[config.mk]
export PLATFORM = sky130hd
export DESIGN_NAME = led_matrix_scanner
export DESIGN_NICKNAME = d
export VERILOG_FILES = /design/src/rtl/snake_display_pkg.sv /design/src/rtl/matrix_frame_buffer.sv /design/src/rtl/led_matrix_scanner.sv
export SDC_FILE = /design/constraint.sdc
export NUM_CORES = 1
export LEC_CHECK = 0
export BUFFER_PORTS_ARGS = -buffer_cell sky130_fd_sc_hd__clkbuf_2
export CAP_MARGIN = 20
export CORE_ASPECT_RATIO = 0.6
export CORE_UTILIZATION = 40
export CTS_BUF_LIST = sky130_fd_sc_hd__clkbuf_16
export DETAILED_ROUTE_END_ITERATION = 8
export GPL_ROUTABILITY_DRIVEN = 0
export PLACE_DENSITY_LB_ADDON = 0.12
export SLEW_MARGIN = 30
export SYNTH_ARGS = -nofsm -noshare
export SYNTH_HDL_FRONTEND = slang
export SYNTH_SLANG_ARGS = --single-unit
[constraint.sdc]
create_clock -name clk_master -period 8.5 [get_ports clk_master]
set_input_delay 2.55 -clock clk_master [delete_from_list [all_inputs] [get_ports clk_master]]
set_output_delay 2.55 -clock clk_master [all_outputs]
set_load 0.05 [all_outputs]
[src/rtl/snake_display_pkg.sv]
// Shared types and helpers for the snake LED matrix display path.
package snake_display_pkg;

  localparam int NUM_ROWS  = 8;
  localparam int ROW_W     = 8;
  localparam int ROW_IDX_W = 3;

  typedef enum logic {
    BLANK = 1'b0,
    DRIVE = 1'b1
  } scan_state_t;

  // One-hot row select for a row index
  function automatic logic [ROW_W-1:0] onehot(input logic [ROW_IDX_W-1:0] idx);
    onehot = ROW_W'(1) << idx;
  endfunction

endpackage

[src/rtl/matrix_frame_buffer.sv]
// Double buffer for the LED matrix: captures all rows on a display rising
// edge into the shadow copy and promotes shadow to front when told a scan
// frame ends. A capture landing on the swap cycle goes straight to front.
module matrix_frame_buffer
  import snake_display_pkg::*;
(
  input  logic                               i_clk,
  input  logic                               i_rst,
  input  logic                               i_display,
  input  logic [NUM_ROWS-1:0][ROW_W-1:0]     i_rows,
  input  logic                               i_swap,
  output logic [NUM_ROWS-1:0][ROW_W-1:0]     o_front
);

  logic                           r_display_q;
  logic                           r_pending;
  logic [NUM_ROWS-1:0][ROW_W-1:0] r_shadow;
  logic [NUM_ROWS-1:0][ROW_W-1:0] r_front;
  logic                           w_edge;

  assign w_edge  = i_display & ~r_display_q;
  assign o_front = r_front;

  // Edge detect, capture and boundary swap; the newest capture always wins
  always_ff @(posedge i_clk or posedge i_rst) begin
    if (i_rst) begin
      r_display_q <= 1'b0;
      r_pending   <= 1'b0;
      r_shadow    <= '0;
      r_front     <= '0;
    end else begin
      r_display_q <= i_display;
      if (w_edge) r_shadow <= i_rows;
      if (i_swap) begin
        r_pending <= 1'b0;
        if (w_edge)         r_front <= i_rows;
        else if (r_pending) r_front <= r_shadow;
      end else if (w_edge) begin
        r_pending <= 1'b1;
      end
    end
  end

endmodule

[src/rtl/led_matrix_scanner.sv]
// Time-multiplexed 8x8 LED matrix row scanner with blanking between rows.
// Optional feature macro LED_BLINK_EN adds the blink port and a scan-frame
// counter that blanks the columns on alternating 2^BLINK_LOG2-frame spans.
module led_matrix_scanner
  import snake_display_pkg::*;
#(
  parameter int DWELL_CYCLES   = 1000,
  parameter int BLANK_CYCLES   = 16,
  parameter int ROW_ACTIVE_LOW = 0,
  parameter int BLINK_LOG2     = 5
) (
  input  logic                 clk_master,
  input  logic                 reset_master,
  input  logic                 display,
  input  logic [ROW_W-1:0]     row_1_main,
  input  logic [ROW_W-1:0]     row_2_main,
  input  logic [ROW_W-1:0]     row_3_main,
  input  logic [ROW_W-1:0]     row_4_main,
  input  logic [ROW_W-1:0]     row_5_main,
  input  logic [ROW_W-1:0]     row_6_main,
  input  logic [ROW_W-1:0]     row_7_main,
  input  logic [ROW_W-1:0]     row_8_main,
`ifdef LED_BLINK_EN
  input  logic                 blink,
`endif
  output logic [ROW_W-1:0]     row_sel,
  output logic [ROW_W-1:0]     col_data,
  output logic [ROW_IDX_W-1:0] scan_row,
  output logic                 frame_start
);

  localparam int CNT_MAX = (DWELL_CYCLES > BLANK_CYCLES) ? DWELL_CYCLES : BLANK_CYCLES;
  localparam int CNT_W   = $clog2(CNT_MAX + 1);
  // The counter reloads to 0 on entry and counts down through the wrap, so a
  // state of N cycles ends when the counter reads -(N-1) modulo 2^CNT_W.
  localparam logic [CNT_W-1:0] DWELL_END = CNT_W'((1 << CNT_W) - DWELL_CYCLES + 1);
  localparam logic [CNT_W-1:0] BLANK_END = CNT_W'((1 << CNT_W) - BLANK_CYCLES + 1);
  localparam logic [ROW_W-1:0] ROW_IDLE  = (ROW_ACTIVE_LOW != 0) ? '1 : '0;
  localparam logic [ROW_IDX_W-1:0] LAST_ROW = ROW_IDX_W'(NUM_ROWS - 1);

  scan_state_t                    r_state, w_state_nxt;
  logic [CNT_W-1:0]               r_cnt, w_cnt_nxt;
  logic [ROW_IDX_W-1:0]           r_row, w_row_nxt;
  logic                           w_boundary;
  logic [ROW_W-1:0]               w_row_sel_nxt, w_col_nxt;
  logic                           w_fs_nxt;
  logic [NUM_ROWS-1:0][ROW_W-1:0] w_rows, w_front;

  assign w_rows = {row_8_main, row_7_main, row_6_main, row_5_main,
                   row_4_main, row_3_main, row_2_main, row_1_main};

  matrix_frame_buffer u_fb (
    .i_clk     (clk_master),
    .i_rst     (reset_master),
    .i_display (display),
    .i_rows    (w_rows),
    .i_swap    (w_boundary),
    .o_front   (w_front)
  );

`ifdef LED_BLINK_EN
  logic [BLINK_LOG2:0] r_frame_cnt;

  // Scan frames completed, drives the blink phase
  always_ff @(posedge clk_master or posedge reset_master) begin
    if (reset_master)    r_frame_cnt <= '0;
    else if (w_boundary) r_frame_cnt <= r_frame_cnt + 1'b1;
  end
`endif

  // Scan FSM state, dwell counter and row index
  always_ff @(posedge clk_master or posedge reset_master) begin
    if (reset_master) begin
      r_state <= BLANK;
      r_cnt   <= '0;
      r_row   <= '0;
    end else begin
      r_state <= w_state_nxt;
      r_cnt   <= w_cnt_nxt;
      r_row   <= w_row_nxt;
    end
  end

  // Next state plus the output values that go with it
  always_comb begin
    w_state_nxt   = r_state;
    w_cnt_nxt     = r_cnt - 1'b1;
    w_row_nxt     = r_row;
    w_boundary    = 1'b0;
    w_row_sel_nxt = ROW_IDLE;
    w_col_nxt     = '0;
    w_fs_nxt      = 1'b0;
    case (r_state)
      BLANK: begin
        if (r_cnt == BLANK_END) begin
          w_state_nxt = DRIVE;
          w_cnt_nxt   = '0;
        end
      end
      DRIVE: begin
        if (r_cnt == DWELL_END) begin
          w_state_nxt = BLANK;
          w_cnt_nxt   = '0;
          w_row_nxt   = r_row + 1'b1;
          w_boundary  = (r_row == LAST_ROW);
        end
      end
      default: begin
        w_state_nxt = BLANK;
        w_cnt_nxt   = '0;
      end
    endcase
    if (w_state_nxt == DRIVE) begin
      w_row_sel_nxt = onehot(w_row_nxt) ^ ROW_IDLE;
      w_col_nxt     = w_front[w_row_nxt];
`ifdef LED_BLINK_EN
      if (blink && r_frame_cnt[BLINK_LOG2]) w_col_nxt = '0;
`endif
    end
    w_fs_nxt = (r_state == BLANK) && (w_state_nxt == DRIVE) && (w_row_nxt == '0);
  end

  // Registered pin outputs, aligned with the FSM state
  always_ff @(posedge clk_master or posedge reset_master) begin
    if (reset_master) begin
      row_sel     <= ROW_IDLE;
      col_data    <= '0;
      scan_row    <= '0;
      frame_start <= 1'b0;
    end else begin
      row_sel     <= w_row_sel_nxt;
      col_data    <= w_col_nxt;
      scan_row    <= w_row_nxt;
      frame_start <= w_fs_nxt;
    end
  end

endmodule

# == Word level (Yosys, flattened, before mapping) ==
# Cells that the tools add are included.
# totals
latch_bits,0
mem_bits_ro,0
output_inout_bits,20
mem_bits_rw,0
word_cells,58
reg_bits,161
input_bits,67
n_memories,0
# op_classes
n_mul,0
shift,1
eq_ne,3
n_addsub,2
n_lt_le_gt_ge,1
bitwise_logic,3
n_reduce_logical,6
muxes,18
div_mod_pow,0
# op_table
op,n
64-bit two-way mux,2
8-bit binary-select mux with 3-bit select,1
8-bit two-way mux,3
10-bit two-way mux,2
10-bit case mux with 2 select lines,1
10-bit equality test (second input constant),1
10-bit by 5-bit equality test with 1-bit output (second input constant),1
10-bit by 1-bit subtractor with 10-bit output (second input constant),1
1-bit by 3-bit left shift with 8-bit output (first input constant),1
1-bit two-way mux,6
3-bit two-way mux,2
3-bit by 4-bit less-than comparator with 1-bit output (second input constant),1
2-bit nonzero test,2
3-bit by 1-bit adder with 3-bit output (second input constant),1
3-bit equality test (second input constant),1
3-bit zero test,1
1-bit logical AND,2
1-bit NOT,2
1-bit case mux with 2 select lines,1
2-bit AND reduction,1
1-bit bitwise AND,1

# == Logic depth before layout (Yosys ltp) ==
# logic_depth
depth_word,6
ltp_mapped,10
mapped_depth_nobuf,7

# == Modules after synthesis ==
# From an unflattened synthesis, not the netlist that was laid out.
# unflattened
cells_unflattened,478
area_unflattened_um2,7289.5
# modules_own_cells
module,n_inst,area_each_um2,cells_per_inst,seq_area_each_um2
matrix_frame_buffer,1,5283.8,277,3253.1
led_matrix_scanner,1,2005.7,201,775.7

# == Worst setup path before layout ==
# OpenSTA, ideal clock, no wires.
# synth_path
path_type,input to register
from,input port display
to,"register u_fb.r_front, in the netlist u_fb.o_front[0]"
path_buffers,2
arrival_time_ns,3.856
setup_time_ns,0.127
required_ns,8.373
cell_stages,5
setup_slack_ns,4.517
cell_sequence,nor2b_1 > clkbuf_1 > buf_2 > mux2_2 > mux2_1
# synth_via
elab_chain_len,3
word_cells_on_any_way,4
classes_between,mux (1); bitwise (1); reduce/logical (2)
# synth_lines
item,line,text
from (decl),led_matrix_scanner.sv:14,"input logic display,"
1-bit bitwise AND *,matrix_frame_buffer.sv:21,assign w_edge = i_display & ~r_display_q;
2-bit nonzero test (no line),-,
2-bit AND reduction (no line),-,
to (signal assigned),matrix_frame_buffer.sv:36,if (w_edge) r_front <= i_rows;
to (signal assigned),matrix_frame_buffer.sv:37,else if (r_pending) r_front <= r_shadow;
to (decl),matrix_frame_buffer.sv:18,logic [NUM_ROWS-1:0][ROW_W-1:0] r_front;
# Every way passes the cells marked *; elsewhere a longest branch is shown, timed or not.
# A chain may end at the register's enable or synchronous reset.

# == Final worst setup path ==
# layout_path
from,input port display
to,"register u_fb.r_front, in the netlist u_fb.o_front[59]"
# Same word-level chain as after synthesis.

==> summary.txt <==
Pwr
  • Maximum vdd drop: 0.135 mV
  • Pleak: 0.00389 uW
  • Cell Pwr Density: 199 nW/um^2

Timing
  • Period utilisation layout: 0.547
  • Fmax achieved: 0.215 GHz
  • Crit path time final: 4.65 ns
  • Final Setup Violations: 0
  • Worst Clk Skew: 0.0106 ns
  • Max Slew Vio Count: 0
  • Slew @ Worst Pin: 0.876 ns
  • Max transition margin: 0.416
  • Worst setup margin: 3.85 ns
  • RSZ-0062 raised after global routing: false
  • Final hold violation count: 0
  • TNS Setup: 0 ns
  • Min Hold Slack: 0.487 ns

GRT
  • Total Routing Usage GR: 0.181
  • Vias in the first global route: 4721
  • Largest net degree at the start of global routing: 92
  • First-pass GRT wire length: 25600 um
  • GR Overflow Total: 0
  • Initial antenna violation count: 0

Floorplan
  • Die X: 176 um
  • Core region area: 17400 um^2
  • Die area: 18600 um^2
  • # rows: 37
  • Top Ports: 87
  • Die height: 106 um
  • Starting Density: 0.415

Critical path
  • CP Launch Type: primary input
  • Worst path bufs/invs: 3
  • Crit path capture type: flip-flop
  • Crit path max fanout: 65
  • Critical Path RT: 8.80 ns
  • CP Class: in -> reg
  • Most frequent CP cell: buf_4
  • Max incr delay on CP: 0.71 ns
  • R2R Setup Slk: 5.30 ns
  • Slowest-stage cell, CP: buf_4
  • Crit path max-delay family: buffers and inverters
  • Worst-path cell chain: clkbuf_2, nor2b_4, buf_4, nor2_1, nor3b_2, buf_4, mux2_2
  • Data arrival, critical path: 4.95 ns

Yosys
  • Netlist cell types: 53
  • Yosys warning total: 0
  • Post-synth EDFFs: 0
  • Post-Synth XOR/XNOR Area: 0.0109
  • Most used DFF post-synth: dfrtp_1
  • Largest family of logic cells by synthesized area: multiplexers
  • Mapped cell area: 7230 um^2
  • Post-synthesis average cell area: 13.7 um^2
  • Yosys reg bits: 161
  • Post-synthesis mux area share: 0.264
  • Register area share after synthesis: 0.557
  • Post-Synth Simple-Gate Area: 0.0696
  • Post-synth ARST share: 1.00
  • Net Count, Synth: 597
  • Adder-cell share of the synthesized area: 0.00693
  • Compound-Gate Fraction of Synth Area: 0.0570
  • Mapped Cells: 526

Clock network
  • Resized cells post-CTS: 0
  • Clk root buf: clkbuf_16
  • Max clock buf depth: 2
  • Clock slew at reported path FFs: 0.07 ns
  • CTS tree: built
  • Worst-Skew Late Latency: 0.42 ns
  • Post-CTS setup buffers: 0
  • CTS HTree Levels: 4
  • Hold buffer count at CTS: 0
  • Total CTS buffers: 17
  • Clk sinks: 161

Cells and area
  • Layout area overhead: 16.1%
  • Nets@finish: 676
  • Number of diodes: 0
  • Final Core Density: 0.482
  • Proportion of layout cells with a drive suffix above 1: 0.350
  • Layout Cells excl Fill: 851

Route
  • DRC: 0
  • Via count: 4426
  • DR iter-0 viols: 260
  • Routed Antenna Nets: 0
  • Detailed Route WL: 15500 um
  • Via/cell ratio: 5.20
  • Routed len/inst: 18.2 um
  • Pre-Repair DR Iteration Count: 5

Job
  • Total of max-cap violations: 0

Place
  • Dpl ws: 3.36 ns
  • # placed instances: 820
  • Hpwl dp: 10300 um
  • Port bufs: 86

Status
  • Status: complete, no violations

Worst hold path
  • Min-delay worst type: reg -> reg
==> sequential cells by signal, indices dropped and copies added (netlist names) <==
signal / cells
r_cnt: 10
col_data: 8
u_fb.r_display_q: 1
row_sel: 8
u_fb.r_shadow: 64
frame_start: 1
u_fb.o_front: 64
u_fb.r_pending: 1
scan_row: 3
r_state: 1
==> worst register-to-register path, delay by kind of cell, from the launching register on <==
kind	cells	cell delay (ns)
AND/OR/NAND/NOR	3	1.26
buffers and inverters	2	0.81
multiplexers	1	0.44
flip-flops	1	0.39
adder cells (fa/ha/maj)	1	0.18
==> area by class of cell <==
type | count | area (um^2)
Timing Repair Buffer | 95 | 502
Sequential cell | 161 | 4030
Inverter | 7 | 31.3
Clock inverter | 14 | 146
Multi-Input combinational cell | 323 | 2960
Fill cell | 1564 | 9020
Tap cell | 234 | 293
Clock buffer | 17 | 425
==> per-stage QoR <==
step                      power [uW]  area [um^2]
after floorplan                  901         7230
after global placement           939         7820
after detailed placement         943         7820
after CTS                       1690         8390
after global routing            1740         8390
final                           1670         8390
==> cell usage in the layout (no fill, tap or decap), types with 2 or more instances in the layout <==
| master | count |
|---|---|
| mux4_2 | 3 |
| nand4_1 | 3 |
| nor4_1 | 2 |
| nor2b_1 | 2 |
| inv_1 | 5 |
| clkinvlp_4 | 2 |
| nor3_1 | 3 |
| buf_4 | 8 |
| nand2b_1 | 8 |
| clkbuf_16 | 17 |
| o221ai_1 | 4 |
| nor3b_1 | 8 |
| clkinv_1 | 2 |
| a31oi_1 | 5 |
| o32ai_2 | 3 |
| clkbuf_2 | 86 |
| a211o_1 | 4 |
| o31ai_2 | 3 |
| or3_1 | 2 |
| inv_8 | 4 |
| a211oi_1 | 2 |
| mux2i_1 | 35 |
| inv_6 | 4 |
| o22ai_1 | 12 |
| o21ai_0 | 7 |
| nor2_1 | 23 |
| nand2_1 | 17 |
| clkinv_4 | 3 |
| mux2_2 | 71 |
| dfrtp_1 | 161 |
| nand3_1 | 7 |
| xor2_1 | 4 |
| xnor2_1 | 5 |
| o2111ai_1 | 3 |
| ha_1 | 4 |
| a2bb2oi_1 | 3 |
| mux2_1 | 60 |
==> logic make-up after synthesis <==
logic type | Yosys count
muxes | 170
DFF | 161
and+or+nand+nor | 88
AOI/OAI and AO/OA | 52
buffers and inverters | 42
xor gates and xnor gates | 9
adders and majority gates | 4
==> synthesized netlist by cell type (all sizes together), types with 5 or more instances <==
| library cell | n | area share |
|---|---|---|
| mux2i | 35 | 0.048 |
| xnor2 | 5 | 0.0061 |
| mux2 | 132 | 0.21 |
| nor3b | 9 | 0.0093 |
| inv | 6 | 0.0031 |
| nand2 | 18 | 0.0097 |
| buf | 29 | 0.027 |
| a31oi | 5 | 0.0043 |
| nor2 | 23 | 0.012 |
| o22ai | 12 | 0.010 |
| o21ai | 7 | 0.0048 |
| dfrtp | 161 | 0.56 |
| nand2b | 8 | 0.0069 |
| nand3 | 8 | 0.0062 |
| clkbuf | 6 | 0.0031 |
==> final timing paths <==
kind                       depth (start not counted)                 to             start
setup / recovery                                   7   u_fb.o_front[59]           display
min in group asynchronous                          2  u_fb.r_shadow[39]      reset_master
setup reg to reg                                   7   u_fb.o_front[59]          r_cnt[1]
max in group asynchronous                          3  u_fb.r_shadow[35]      reset_master
hold / removal                                     1   u_fb.o_front[29]  u_fb.o_front[29]
hold reg to reg                                    1   u_fb.o_front[29]  u_fb.o_front[29]
==> per-layer routing <==
metal	global-route usage	share of wire	wire, um	vias up
li1	-	-	-	2057
met1	0.281	0.52	8100	2253
met2	0.250	0.42	6550	108
met3	0.0379	0.047	735	8
met4	0.0571	0.0075	117	0
met5	0	0	0	-
==> power breakdown <==
group / switching, uW / internal, uW
logic: 53.9 / 51.0
clock network: 334 / 412
registers: 10.2 / 810
total: 398 / 1270
Power figures use the tool's default switching activity.
